<file path="config.mk">
export PLATFORM = sky130hd
export DESIGN_NAME = wb_queue
export DESIGN_NICKNAME = d
export VERILOG_FILES = /design/src/rtl/wb_queue.sv
export SDC_FILE = /design/constraint.sdc
export NUM_CORES = 1
export LEC_CHECK = 0
export BUFFER_PORTS_ARGS = -buffer_cell sky130_fd_sc_hd__buf_2
export CORE_UTILIZATION = 40
export DETAILED_ROUTE_END_ITERATION = 8
export PLACE_DENSITY_LB_ADDON = 0.08
export SYNTH_ARGS = -nofsm -noshare
export SYNTH_HDL_FRONTEND = slang
export SYNTH_SLANG_ARGS = --single-unit
</file>
<file path="constraint.sdc">
create_clock -name clk -period 3.4 [get_ports clk]
set_clock_uncertainty 0.1 [all_clocks]
set_input_delay 0.68 -clock clk [delete_from_list [all_inputs] [get_ports clk]]
set_output_delay 0.68 -clock clk [all_outputs]
set_load 0.02 [all_outputs]
</file>
<file path="src/rtl/wb_queue.sv">
// Writeback queue in front of the two register file write ports. It accepts up to two
// results per cycle, keeps them in order, drains up to two per cycle, and exports a pending mask.
module wb_queue #(
    parameter int DATA_W = 16,
    parameter int ADDR_W = 4,
    parameter int DEPTH  = 4
) (
    input  logic                      clk,
    input  logic                      rst,
    input  logic                      in_valid1,
    input  logic [ADDR_W-1:0]         in_addr1,
    input  logic [DATA_W-1:0]         in_data1,
    input  logic                      in_valid2,
    input  logic [ADDR_W-1:0]         in_addr2,
    input  logic [DATA_W-1:0]         in_data2,
    output logic                      in_ready,
    output logic                      w_enable1,
    output logic [ADDR_W-1:0]         addr1,
    output logic [DATA_W-1:0]         d1writeback,
    output logic                      w_enable2,
    output logic [ADDR_W-1:0]         addr2,
    output logic [DATA_W-1:0]         d2writeback,
    output logic [(1<<ADDR_W)-1:0]    pending,
    output logic [$clog2(DEPTH):0]    count,
    output logic                      overflow
);
    localparam int PW = $clog2(DEPTH);
    localparam int CW = PW + 1;

    logic [ADDR_W-1:0] r_addr [DEPTH];
    logic [DATA_W-1:0] r_data [DEPTH];
    logic [PW-1:0]     r_head;
    logic [PW-1:0]     r_tail;
    logic [CW-1:0]     r_count;

    logic [PW-1:0]     w_head1;
    logic [PW-1:0]     w_tail1;
    logic [PW-1:0]     w_slot2;
    logic              w_pop2;
    logic [1:0]        w_npop;
    logic [1:0]        w_nenq;
    logic [(1<<ADDR_W)-1:0] w_pending;

    assign w_head1  = r_head + 1'b1;
    assign w_tail1  = r_tail + 1'b1;
    assign w_slot2  = in_valid1 ? w_tail1 : r_tail;
    assign in_ready = (CW'(DEPTH) - r_count) >= CW'(2);
    assign count    = r_count;
    assign pending  = w_pending;

    // Two queued writes to the same register never share a drain cycle, so the younger one lands last.
    assign w_pop2 = (r_count >= CW'(2)) && (r_addr[r_head] != r_addr[w_head1]);
    assign w_npop = (r_count == '0) ? 2'd0 : (w_pop2 ? 2'd2 : 2'd1);
    assign w_nenq = in_ready ? ({1'b0, in_valid1} + {1'b0, in_valid2}) : 2'd0;

    always_comb begin
        w_pending = '0;
        for (int i = 0; i < DEPTH; i++) begin
            if (CW'(i) < r_count) begin
                w_pending[r_addr[r_head + PW'(i)]] = 1'b1;
            end
        end
        if (w_enable1) w_pending[addr1] = 1'b1;
        if (w_enable2) w_pending[addr2] = 1'b1;
    end

    always_ff @(posedge clk) begin
        if (in_ready) begin
            if (in_valid1) begin
                r_addr[r_tail] <= in_addr1;
                r_data[r_tail] <= in_data1;
            end
            if (in_valid2) begin
                r_addr[w_slot2] <= in_addr2;
                r_data[w_slot2] <= in_data2;
            end
        end
    end

    always_ff @(posedge clk or posedge rst) begin
        if (rst) begin
            r_head      <= '0;
            r_tail      <= '0;
            r_count     <= '0;
            w_enable1   <= 1'b0;
            w_enable2   <= 1'b0;
            addr1       <= '0;
            addr2       <= '0;
            d1writeback <= '0;
            d2writeback <= '0;
            overflow    <= 1'b0;
        end else begin
            w_enable1 <= (r_count != '0);
            w_enable2 <= w_pop2;
            if (r_count != '0) begin
                addr1       <= r_addr[r_head];
                d1writeback <= r_data[r_head];
            end
            if (w_pop2) begin
                addr2       <= r_addr[w_head1];
                d2writeback <= r_data[w_head1];
            end
            r_head  <= r_head + PW'(w_npop);
            r_tail  <= r_tail + PW'(w_nenq);
            r_count <= r_count + CW'(w_nenq) - CW'(w_npop);
            if (!in_ready && (in_valid1 || in_valid2)) overflow <= 1'b1;
        end
    end
endmodule

</file>
==> results of run 1 <==
==> worst register-to-register path, stage by stage, from the launching register on <==
cell and delay, ns:
sky130_fd_sc_hd__dfrtp_2 0.48, sky130_fd_sc_hd__buf_6 0.16, sky130_fd_sc_hd__or3_1 0.36, sky130_fd_sc_hd__a31o_2 0.28, sky130_fd_sc_hd__o311a_2 0.43, sky130_fd_sc_hd__fa_1 0.51
sky130_fd_sc_hd__inv_1 0.05, sky130_fd_sc_hd__fa_1 0.43, sky130_fd_sc_hd__xnor2_1 0.18, sky130_fd_sc_hd__xnor2_1 0.13
==> area by class of cell <==
class	count	area share
clock buffer	19	0.0473
sequential	130	0.390
inverter	16	0.00641
timing repair buffer	135	0.0816
antenna	1	0.000267
tap	260	0.0347
multi-input combinational	441	0.423
clock inverter	13	0.0159
==> layer usage <==
layer | vias up | global-route usage | share of wire | wire, um
met3 | 17 | 0.0402 | 0.039 | 858
met2 | 157 | 0.359 | 0.47 | 10300
met4 | 2 | 0.0606 | 0.010 | 221
li1 | 2620 | - | - | -
met5 | - | 0 | 0.00059 | 13
met1 | 2845 | 0.319 | 0.48 | 10500
==> cells in the mapped netlist (2+ instances only) <==
library cell / n
sky130_fd_sc_hd__a21oi_1: 7
sky130_fd_sc_hd__a22oi_1: 3
sky130_fd_sc_hd__a31oi_1: 12
sky130_fd_sc_hd__a32oi_1: 12
sky130_fd_sc_hd__and2_1: 5
sky130_fd_sc_hd__buf_1: 8
sky130_fd_sc_hd__buf_2: 6
sky130_fd_sc_hd__buf_6: 3
sky130_fd_sc_hd__clkbuf_1: 7
sky130_fd_sc_hd__clkbuf_8: 2
sky130_fd_sc_hd__dfrtp_1: 50
sky130_fd_sc_hd__edfxtp_1: 80
sky130_fd_sc_hd__fa_1: 2
sky130_fd_sc_hd__ha_1: 13
sky130_fd_sc_hd__inv_1: 16
sky130_fd_sc_hd__mux2_2: 123
sky130_fd_sc_hd__mux2i_1: 15
sky130_fd_sc_hd__mux4_2: 34
sky130_fd_sc_hd__nand2_1: 77
sky130_fd_sc_hd__nand2b_1: 7
sky130_fd_sc_hd__nand3_1: 34
sky130_fd_sc_hd__nand3b_1: 4
sky130_fd_sc_hd__nor2_1: 23
sky130_fd_sc_hd__nor2b_1: 3
sky130_fd_sc_hd__nor3_1: 4
sky130_fd_sc_hd__o2111ai_1: 2
sky130_fd_sc_hd__o21ai_0: 3
sky130_fd_sc_hd__o22ai_1: 16
sky130_fd_sc_hd__o31ai_1: 2
sky130_fd_sc_hd__or2_2: 3
sky130_fd_sc_hd__or3b_2: 2
sky130_fd_sc_hd__xnor2_1: 7
sky130_fd_sc_hd__xor2_1: 12
==> what timing repair did <==
action	CTS	global route
hold buffers	0	0
buffers inserted	3	0
endpoints found under the setup margin	12	12
gates resized for setup	3	7
==> sequential cells by signal, summed over array words and instances (netlist names), 3 cells and up <==
signal       count
d2writeback     16
count            3
r_data          64
addr2            4
d1writeback     16
addr1            4
r_addr          16
==> per-stage QoR <==
stage               setup TNS, ns  hold WS, ns  utilization
floorplan                       0        0.395            -
global placement                0        0.352        0.462
detailed placement              0        0.353        0.462
CTS                             0        0.367        0.495
global route              -0.0121        0.383        0.496
finish                          0        0.356        0.496
==> final timing paths <==
path / startpoint / endpoint / cells past startpoint
max: r_head[0] / pending[13] / 7
min: rst / d2writeback[2] / 2
max reg2reg: r_head[1] / count[2] / 9
min reg2reg: d1writeback[13] / d1writeback[13] / 2
max in group asynchronous: rst / d2writeback[8] / 3
min in group clk: d1writeback[13] / d1writeback[13] / 2
==> logic make-up (layout without fill, tap and decap cells) <==
logic type	after synthesis	count (layout)	share of synthesized area
buffers and inverters	43	183	0.0276
flip-flops	130	130	0.468
AND/OR/NAND/NOR	167	167	0.0972
multiplexers	173	173	0.298
adder cells (fa/ha/maj)	15	15	0.0260
XOR/XNOR	19	19	0.0213
AO/OA/AOI/OAI	67	67	0.0622
other	0	1	0
==> qor.json, run 1 <==
{
  "floorplan.initialDensity": {"value": 0.413},
  "status": {"value": "finished clean"},
  "cts.root.buffer_cell": {"value": "sky130_fd_sc_hd__clkbuf_16"},
  "yosysWarningCount": {"value": 0},
  "dp_hpwl": {"value": 15400, "unit": "um"},
  "slew_violations": {"value": 0},
  "period_minus_slack": {"value": 3.29, "unit": "ns"},
  "floorplan.die.width": {"value": 142, "unit": "um"},
  "cp_max_fo": {"value": 11},
  "gp_congestion": {"value": 0.834},
  "vias": {"value": 5641},
  "filler_cell_count": {"value": 1737},
  "drt_first_pass_iters": {"value": 5},
  "clk_transition_reported_paths": {"value": 0.06, "unit": "ns"},
  "postLayoutSetupSlackWorst": {"value": 0.111, "unit": "ns"},
  "route.detailed.drc": {"value": 0},
  "placementRows": {"value": 50},
  "commonest_non_fill_non_tap_cell_in_the_layout": {"value": "sky130_fd_sc_hd__mux2_2"},
  "ctsLongestPathBuffers": {"value": 2},
  "yosys-top-cells-area": {"value": "sky130_fd_sc_hd__edfxtp_1 31%, sky130_fd_sc_hd__mux2_2 18%, sky130_fd_sc_hd__dfrtp_1 16%, sky130_fd_sc_hd__mux4_2 9.8%, sky130_fd_sc_hd__nand2_1 3.7%"},
  "synthToLayoutAreaGrowth": {"value": 20.0, "unit": "%"},
  "layout.cells.most_common_list": {"value": "122 x sky130_fd_sc_hd__mux2_2, 106 x sky130_fd_sc_hd__buf_2, 80 x sky130_fd_sc_hd__edfxtp_1"},
  "post_route_cells_drive_above_1_share": {"value": 0.455},
  "layout.nets": {"value": 800},
  "final_design_area_no_fill": {"value": 9370, "unit": "um^2"},
  "synthesis.instances": {"value": 614},
  "worst_skew_pair_later_pin_latency": {"value": 0.42, "unit": "ns"},
  "worstPathCellList": {"value": "mux4_2 > nor2b_1 > buf_4 > and2_1 > a32oi_1 > nand3_1 > buf_2"},
  "cts-htree-levels": {"value": 4},
  "timing.critical_path.slowest_stage_cell": {"value": "sky130_fd_sc_hd__mux4_2"},
  "area.sequential": {"value": 3660, "unit": "um^2"},
  "synthDominantCellAreaShare": {"value": 0.308},
  "fp.coreArea": {"value": 18900, "unit": "um^2"},
  "dp.cells": {"value": 979},
  "post_syn_area_per_cell": {"value": 12.7, "unit": "um^2"},
  "setup_viol": {"value": 0},
  "floorplan_die_area": {"value": 20100, "unit": "um^2"},
  "synthDominantAreaCellType": {"value": "sky130_fd_sc_hd__edfxtp_1"},
  "die-height": {"value": 142, "unit": "um"},
  "async_flop_share": {"value": 0.385},
  "setup_cp_type": {"value": "flip-flop to output pin"},
  "postRouteAntennaNets": {"value": 0},
  "post_drt_wl_per_cell": {"value": 21.6, "unit": "um"},
  "cts_inserted_buffers": {"value": 17},
  "fmax": {"value": 304, "unit": "MHz"},
  "relSlewSlack": {"value": 0.391},
  "detail_route.vias_per_cell": {"value": 5.56},
  "overflow": {"value": 0},
  "grt_first_pass_wirelength": {"value": 33200, "unit": "um"},
  "io_pins": {"value": 107},
  "cp_slowest_stage_delay": {"value": 0.62, "unit": "ns"},
  "portBuffers": {"value": 106},
  "synthFlopType": {"value": "sky130_fd_sc_hd__edfxtp_1"},
  "startpoint_kind_of_the_worst_setup_timing_path": {"value": "flip-flop"},
  "post_layout_nonfiller_instances": {"value": 1015},
  "grt_antenna_before_repair": {"value": 2},
  "multi_input_comb_area": {"value": 3970, "unit": "um^2"},
  "detail_route.iter0.violations": {"value": 483},
  "placement.cell_area": {"value": 8720, "unit": "um^2"},
  "grt_use_total": {"value": 0.226},
  "cts_tree": {"value": "done"},
  "via_count_of_the_first_global_routing_pass": {"value": 5548},
  "share_of_synthesized_area_occupied_by_flip_flops_and_latches": {"value": 0.468},
  "tightest_slew": {"value": 0.912, "unit": "ns"},
  "regToRegSetupSlack": {"value": 0.23, "unit": "ns"},
  "cp.buffers_inverters": {"value": 2},
  "worst_path_required_time": {"value": 2.62, "unit": "ns"},
  "pin_count_of_the_biggest_net_entering_global_routing": {"value": 40},
  "synth_edf_count": {"value": 80},
  "critPathArrivalTime": {"value": 2.51, "unit": "ns"},
  "drv_cap": {"value": 0},
  "critical_path_end_type": {"value": "output pin"},
  "min-delay-path-class": {"value": "input port to asynchronous set/reset pin"},
  "cp_top_family": {"value": "multiplexers"},
  "timing.final.hold_violations": {"value": 0},
  "layout_worst_path_cycle_share": {"value": 0.967},
  "grt_setup_unrepaired": {"value": "yes"},
  "synth_fp_nets": {"value": 673},
  "drt_wl_total": {"value": 21900, "unit": "um"},
  "yosysUniqueCellTypes": {"value": 50},
  "post_synth_instance_area": {"value": 7810, "unit": "um^2"},
  "post-place-ws": {"value": 0.235, "unit": "ns"},
  "tritoncts_num_sinks": {"value": 130},
  "ys_ff_latch": {"value": 130}
}
Power of run 1 is not shown: default switching activity piles up to over one toggle a cycle in this logic, so the estimate is an artifact.
==> run 2, diff against run 1 <==
- ABC_AREA: default -> 1
==> run 2 against run 1 <==
Maximum frequency increased by 0.28%. Global-route usage increased by 1.4 points. Register-to-register slack improved by 0.11 ns. Die area increased by 0.88%. Cell area decreased by 1.5%. Hold slack got worse by 0.11 ns. Routed wire length increased by 5.8%. Sequential share of layout area increased by 0.53 points. Setup slack improved by 0.0093 ns. Critical endpoint is now pending[14].
==> qor.json, run 2 <==
{
  "commonest_non_fill_non_tap_cell_in_the_layout": {"value": "sky130_fd_sc_hd__nand2_1"},
  "synthesis.instances": {"value": 1013, "change": "+65%"},
  "yosysUniqueCellTypes": {"value": 39, "change": "-22%"},
  "setup_viol": {"value": 0, "change": "unchanged"},
  "hold_slack": {"value": 0.246, "unit": "ns", "change": "-0.110 ns"},
  "gp_congestion": {"value": 0.899, "change": "+7.7%"},
  "ys_top_cells_by_count": {"value": "375 x sky130_fd_sc_hd__nand2_1, 91 x sky130_fd_sc_hd__inv_1, 89 x sky130_fd_sc_hd__o21ai_0, 80 x sky130_fd_sc_hd__edfxtp_1, 74 x sky130_fd_sc_hd__nor2_1"},
  "diodes": {"value": 0, "change": "-1"},
  "critical_path_end_type": {"value": "output pin"},
  "relSlewSlack": {"value": 0.252, "change": "-0.139"},
  "maxUsedRoutingLayer": {"value": "met4"},
  "drv_cap": {"value": 0, "change": "unchanged"},
  "fp.coreArea": {"value": 19000, "unit": "um^2", "change": "+0.66%"},
  "largest_register_ffs": {"value": 64, "change": "unchanged"},
  "floorplan_die_area": {"value": 20300, "unit": "um^2", "change": "+0.88%"},
  "synthDominantAreaCellType": {"value": "sky130_fd_sc_hd__edfxtp_1"},
  "worst_skew_pair_later_pin_latency": {"value": 0.42, "unit": "ns", "change": "about the same"},
  "post_syn_area_per_cell": {"value": 7.78, "unit": "um^2", "change": "-39%"},
  "total_routed_wire_length_on_the_met1_layer": {"value": 12100, "unit": "um", "change": "+15%"},
  "critPathArrivalTime": {"value": 2.50, "unit": "ns", "change": "about the same"},
  "synth_fp_nets": {"value": 1072, "change": "+59%"},
  "die-height": {"value": 142, "unit": "um", "change": "+0.44%"},
  "timing.critical_path.slowest_stage_cell": {"value": "sky130_fd_sc_hd__dfrtp_1"},
  "synthDominantCellAreaShare": {"value": 0.305, "change": "-0.00274"},
  "post_drt_wl_per_cell": {"value": 16.7, "unit": "um", "change": "-23%"},
  "tritoncts_num_sinks": {"value": 130, "change": "unchanged"},
  "via_count_of_the_first_global_routing_pass": {"value": 6253, "change": "+13%"},
  "layout.nets": {"value": 1173, "change": "+47%"},
  "io_pins": {"value": 107, "change": "unchanged"},
  "drt_wl_total": {"value": 23200, "unit": "um", "change": "+5.8%"},
  "grt_first_pass_wirelength": {"value": 35900, "unit": "um", "change": "+8.2%"},
  "yosys.cell_count.top_type": {"value": "sky130_fd_sc_hd__nand2_1"},
  "postRouteAntennaNets": {"value": 0, "change": "unchanged"},
  "worstPathCellList": {"value": "inv_4 > nand2_2 > nand2_4 > o21ai_1 > inv_1 > nand2_1 > nor2_1 > a21oi_1 > nand3_1 > buf_2"},
  "clk_transition_reported_paths": {"value": 0.06, "unit": "ns", "change": "about the same"},
  "largest_reg_by_ff_count": {"value": "r_data"},
  "detail_route.iter0.violations": {"value": 595, "change": "+23%"},
  "timing.final.hold_violations": {"value": 0, "change": "unchanged"},
  "vias": {"value": 7099, "change": "+26%"},
  "drt_first_pass_iters": {"value": 5, "change": "unchanged"},
  "status": {"value": "finished clean"},
  "post-place-ws": {"value": 0.272, "unit": "ns", "change": "+0.0370 ns"},
  "placementRows": {"value": 50, "change": "unchanged"},
  "cts-htree-levels": {"value": 4, "change": "unchanged"},
  "cts.root.buffer_cell": {"value": "sky130_fd_sc_hd__clkbuf_16"},
  "met2RoutedLength": {"value": 9200, "unit": "um", "change": "-11%"},
  "slew_violations": {"value": 0, "change": "unchanged"},
  "async_flop_share": {"value": 0.385, "change": "unchanged"},
  "synthFlopType": {"value": "sky130_fd_sc_hd__edfxtp_1"},
  "portBuffers": {"value": 106, "change": "unchanged"},
  "layout_worst_path_cycle_share": {"value": 0.965, "change": "-0.00275"},
  "grt_setup_unrepaired": {"value": "no"},
  "cts_tree": {"value": "done"},
  "dp_hpwl": {"value": 17000, "unit": "um", "change": "+10%"},
  "grt_antenna_before_repair": {"value": 0, "change": "-2"},
  "fmax": {"value": 305, "unit": "MHz", "change": "+0.28%"},
  "cp_max_fo": {"value": 16, "change": "+5"},
  "floorplan.initialDensity": {"value": 0.414, "change": "+0.000965"},
  "yosys-top-cells-area": {"value": "sky130_fd_sc_hd__edfxtp_1 30%, sky130_fd_sc_hd__nand2_1 18%, sky130_fd_sc_hd__dfrtp_1 16%, sky130_fd_sc_hd__o21ai_0 5.7%, sky130_fd_sc_hd__inv_1 4.3%"},
  "setup_cp_type": {"value": "flip-flop to output pin"},
  "ctsLongestPathBuffers": {"value": 2, "change": "unchanged"},
  "layout.cells.most_common_list": {"value": "375 x sky130_fd_sc_hd__nand2_1, 106 x sky130_fd_sc_hd__buf_2, 90 x sky130_fd_sc_hd__inv_1"},
  "cts_hold_buf": {"value": 0, "change": "unchanged"},
  "pin_count_of_the_biggest_net_entering_global_routing": {"value": 41, "change": "+2.5%"},
  "share_of_synthesized_area_occupied_by_flip_flops_and_latches": {"value": 0.464, "change": "-0.00416"},
  "postLayoutSetupSlackWorst": {"value": 0.120, "unit": "ns", "change": "+0.00935 ns"},
  "worst_path_required_time": {"value": 2.62, "unit": "ns", "change": "about the same"},
  "period_minus_slack": {"value": 3.28, "unit": "ns", "change": "-0.00935 ns"},
  "grt_use_total": {"value": 0.240, "change": "+0.0136"},
  "ys_ff_latch": {"value": 130, "change": "unchanged"},
  "yosysWarningCount": {"value": 0, "change": "unchanged"},
  "synthToLayoutAreaGrowth": {"value": 17.2, "unit": "%"},
  "min-delay-path-class": {"value": "input port to asynchronous set/reset pin"},
  "startpoint_kind_of_the_worst_setup_timing_path": {"value": "flip-flop"},
  "cts_inserted_buffers": {"value": 17, "change": "unchanged"},
  "met3_wirelength": {"value": 1670, "unit": "um", "change": "+94%"},
  "cp_slowest_stage_delay": {"value": 0.51, "unit": "ns", "change": "-0.11 ns"},
  "route.detailed.drc": {"value": 0, "change": "unchanged"},
  "post_synth_instance_area": {"value": 7880, "unit": "um^2", "change": "+0.90%"},
  "fin_util": {"value": 0.485, "change": "-0.0105"},
  "tightest_slew": {"value": 1.12, "unit": "ns", "change": "+0.209 ns"},
  "detail_route.vias_per_cell": {"value": 5.12, "change": "-7.9%"},
  "synth_edf_count": {"value": 80, "change": "unchanged"},
  "floorplan.die.width": {"value": 142, "unit": "um", "change": "+0.44%"},
  "setup-tns-final": {"value": 0, "unit": "ns", "change": "unchanged"},
  "overflow": {"value": 0, "change": "unchanged"},
  "post_route_cells_drive_above_1_share": {"value": 0.182, "change": "-0.273"}
}
## run 2: cell count changes after synthesis, moves of 34 or more
cell and change:
sky130_fd_sc_hd__mux4_2 -34, sky130_fd_sc_hd__mux2_2 -123, sky130_fd_sc_hd__nor2_1 +51, sky130_fd_sc_hd__o21ai_0 +86, sky130_fd_sc_hd__nand2_1 +298, sky130_fd_sc_hd__inv_1 +75
## run 2: per-layer routing
layer / global-route usage / up-vias
li1: - / 3577
met1: 0.386 / 3223
met2: 0.329 / 282
met3: 0.0424 / 17
met4: 0.0458 / 0
met5: 0 / -
## run 2: repair_timing
action	in CTS	in global routing
buffers inserted	0	0
setup endpoints to repair	0	13
resized for setup	0	4
## run 2: cell type report
cell class | count | area [um^2]
multi-input combinational | 741 | 3600
clock inverter | 11 | 86.3
sequential | 130 | 3650
inverter | 96 | 368
fill | 1907 | 9790
clock buffer | 21 | 483
tap | 260 | 325
timing repair buffer | 128 | 712
## run 2: kinds of logic after synthesis
family | count (synthesis) | synth area share
buf+inv | 142 | 0.0789
flops | 130 | 0.464
compound gates | 193 | 0.152
fa+ha+maj | 15 | 0.0257
xor+xnor | 6 | 0.00667
simple gates | 527 | 0.273
## run 2: final timing paths
kind,startpoint,to,slack [ns],cells past startpoint
worst max-delay path,r_head[1],pending[14],0.12,10
worst min-delay path,rst,d2writeback[2],0.25,2
worst max register to register,r_head[0],count[2],0.34,17
worst min register to register,d2writeback[7],d2writeback[7],0.38,2
max in group asynchronous,rst,d1writeback[8],2.37,3
min in group clk,d2writeback[7],d2writeback[7],0.38,2
## run 2: through the flow
step	cell area, um^2	instances
2_1_floorplan	7880	1013
3_3_place_gp	8660	1355
3_5_place_dp	8660	1355
4_1_cts	9230	1387
5_1_grt	9230	1387
6_report	9230	1387
## run 2: critical path, delay by kind of cell, from the launching register on
kind | cells | cell delay, ns
DFF | 1 | 0.51
and+or+nand+nor | 5 | 0.51
AOI/OAI and AO/OA | 2 | 0.57
buffers and inverters | 3 | 0.49
Power of run 2 is left out for the same reason.
==> run 3, diff against run 2 <==
- BUFFER_PORTS_ARGS: -buffer_cell sky130_fd_sc_hd__buf_2 -> default
- DONT_BUFFER_PORTS: default -> 1
==> run 3 against run 2 <==
Critical path depth down 3. Final cell count decreased by 6.6%. Routed wire length grew 2.0%.
==> qor.json, run 3 (synthesis gave the netlist of run 2 again) <==
{
  "status": {"value": "finished clean"},
  "rr_endpoint": {"value": "count[2]"},
  "regToRegSetupSlack": {"value": 0.28, "unit": "ns", "change": "-0.06 ns"},
  "postRouteAntennaNets": {"value": 0, "change": "unchanged"},
  "diodes": {"value": 0, "change": "unchanged"},
  "commonest_non_fill_non_tap_cell_in_the_layout": {"value": "sky130_fd_sc_hd__nand2_1"},
  "cp.buffers_inverters": {"value": 3, "change": "unchanged"},
  "multi_input_comb_area": {"value": 3610, "unit": "um^2", "change": "+0.28%"},
  "relSlewSlack": {"value": 0.242, "change": "-0.00956"},
  "detail_route.vias_per_cell": {"value": 5.25, "change": "+2.7%"},
  "floorplan_die_area": {"value": 20300, "unit": "um^2", "change": "unchanged"},
  "cts.root.buffer_cell": {"value": "sky130_fd_sc_hd__clkbuf_16"},
  "cp_max_fo": {"value": 6, "change": "-10"},
  "worst_path_required_time": {"value": 2.62, "unit": "ns", "change": "about the same"},
  "cts_tree": {"value": "done"},
  "floorplan.initialDensity": {"value": 0.414, "change": "unchanged"},
  "largest_register_ffs": {"value": 64, "change": "unchanged"},
  "portBuffers": {"value": 0, "change": "-100%"},
  "layout_worst_path_cycle_share": {"value": 0.952, "change": "-0.0126"},
  "tightest_slew": {"value": 1.14, "unit": "ns", "change": "+0.0143 ns"},
  "drt_first_pass_iters": {"value": 7, "change": "+2"},
  "worst_path_most_repeated_cell": {"value": "sky130_fd_sc_hd__nand2_1"},
  "tritoncts_num_sinks": {"value": 130, "change": "unchanged"},
  "overflow": {"value": 0, "change": "unchanged"},
  "critPathArrivalTime": {"value": 2.46, "unit": "ns", "change": "-0.04 ns"},
  "slew_violations": {"value": 0, "change": "unchanged"},
  "cts_inserted_buffers": {"value": 17, "change": "unchanged"},
  "setup_viol": {"value": 0, "change": "unchanged"},
  "cp_top_family": {"value": "simple AND/OR/NAND/NOR gates"},
  "cp_slowest_stage_delay": {"value": 0.51, "unit": "ns", "change": "about the same"},
  "post_drt_wl_per_cell": {"value": 18.2, "unit": "um", "change": "+9.3%"},
  "setup-tns-final": {"value": 0, "unit": "ns", "change": "unchanged"},
  "period_minus_slack": {"value": 3.24, "unit": "ns", "change": "-0.0428 ns"},
  "via_count_of_the_first_global_routing_pass": {"value": 6111, "change": "-2.3%"},
  "critical_path_end_type": {"value": "output pin"},
  "ctsLongestPathBuffers": {"value": 2, "change": "unchanged"},
  "grt_first_pass_wirelength": {"value": 35700, "unit": "um", "change": "-0.77%"},
  "pin_count_of_the_biggest_net_entering_global_routing": {"value": 41, "change": "unchanged"},
  "worst_skew_pair_later_pin_latency": {"value": 0.42, "unit": "ns", "change": "about the same"},
  "gp_congestion": {"value": 0.912, "change": "+1.5%"},
  "worstPathCellList": {"value": "clkinv_1 > buf_4 > nand2_1 > inv_1 > nor3_1 > nand2_1 > nand4_1"},
  "route.detailed.drc": {"value": 0, "change": "unchanged"},
  "min-delay-path-class": {"value": "input port to asynchronous set/reset pin"},
  "placementRows": {"value": 50, "change": "unchanged"},
  "worstRegToRegCells": {"value": 18, "change": "+1"},
  "layout.cells.most_common_list": {"value": "375 x sky130_fd_sc_hd__nand2_1, 90 x sky130_fd_sc_hd__inv_1, 89 x sky130_fd_sc_hd__o21ai_0"},
  "floorplan.die.width": {"value": 142, "unit": "um", "change": "unchanged"},
  "grt_setup_unrepaired": {"value": "no"},
  "drt_wl_total": {"value": 23600, "unit": "um", "change": "+2.0%"},
  "cts-htree-levels": {"value": 4, "change": "unchanged"},
  "fmax": {"value": 309, "unit": "MHz", "change": "+1.3%"},
  "startpoint_kind_of_the_worst_setup_timing_path": {"value": "flip-flop"},
  "timing.critical_path.slowest_stage_cell": {"value": "sky130_fd_sc_hd__dfrtp_1"},
  "final_design_area_no_fill": {"value": 8810, "unit": "um^2", "change": "-4.6%"},
  "synthToLayoutAreaGrowth": {"value": 11.8, "unit": "%"},
  "grt_use_total": {"value": 0.241, "change": "+0.00167"},
  "filler_cell_count": {"value": 1934, "change": "+1.4%"},
  "layout.nets": {"value": 1081, "change": "-7.8%"},
  "die-height": {"value": 142, "unit": "um", "change": "unchanged"},
  "clk_transition_reported_paths": {"value": 0.06, "unit": "ns", "change": "about the same"},
  "dp_hpwl": {"value": 17300, "unit": "um", "change": "+1.5%"},
  "area.sequential": {"value": 3650, "unit": "um^2", "change": "unchanged"},
  "fp.coreArea": {"value": 19000, "unit": "um^2", "change": "unchanged"},
  "drv_cap": {"value": 0, "change": "unchanged"},
  "grt_antenna_before_repair": {"value": 0, "change": "unchanged"},
  "placement.cell_area": {"value": 8220, "unit": "um^2", "change": "-5.1%"},
  "setup_cp_type": {"value": "flip-flop to output pin"},
  "post_route_cells_drive_above_1_share": {"value": 0.114, "change": "-0.0679"},
  "detail_route.iter0.violations": {"value": 382, "change": "-36%"},
  "io_pins": {"value": 107, "change": "unchanged"},
  "vias": {"value": 6805, "change": "-4.1%"},
  "timing.final.hold_violations": {"value": 0, "change": "unchanged"},
  "r2r-start": {"value": "r_head[0]"},
  "largest_reg_by_ff_count": {"value": "r_data"}
}
run 3: area by class of cell:
cell class                      instances  share of cell area
Clock inverter                         13              0.0128
Sequential cell                       130               0.415
Multi-Input combinational cell        741               0.410
Timing Repair Buffer                   36              0.0311
Inverter                               96              0.0415
Clock buffer                           19              0.0527
Tap cell                              260              0.0369
run 3: per-stage QoR:
stage / worst slack, ns / utilization / std cells / hold WS, ns
2_1_floorplan: 0.509 / - / 1013 / 0.401
3_3_place_gp: 0.266 / 0.432 / 1263 / 0.467
3_5_place_dp: 0.239 / 0.432 / 1263 / 0.466
4_1_cts: 0.0871 / 0.463 / 1295 / 0.103
5_1_grt: 0.00603 / 0.463 / 1295 / 0.119
6_report: 0.163 / 0.463 / 1295 / 0.100
run 3: worst reg2reg max path, delay by kind of cell (launching register included):
family / cells / cell delay, ns
fa+ha+maj: 2 / 0.93
flops: 1 / 0.46
buf+inv: 5 / 0.54
simple gates: 9 / 0.69
xor+xnor: 2 / 0.35
run 3: worst max path at each step:
| stage | startpoint | end | slack (ns) | cells after the start |
|---|---|---|---|---|
| floorplan | count[2] | count[2] | 0.51 | 11 |
| global placement | r_head[0] | count[2] | 0.27 | 15 |
| detailed placement | r_head[0] | count[2] | 0.24 | 15 |
| CTS | r_head[0] | pending[15] | 0.09 | 10 |
| global route | r_head[0] | pending[7] | 0.006 | 11 |
| finish | count[2] | pending[2] | 0.16 | 7 |
run 3: routing by layer:
layer,track usage,up-vias,routed length [um]
li1,-,3392,-
met1,0.354,3153,11600
met2,0.352,242,9950
met3,0.0619,18,1860
met4,0.0589,0,229
met5,0,-,0
run 3: timing repair:
action,in CTS,in global routing
setup endpoints to repair,0,9
resized for setup,0,4
hold buffers,0,0
buffers inserted,0,0
Power of run 3 is left out for the same reason.
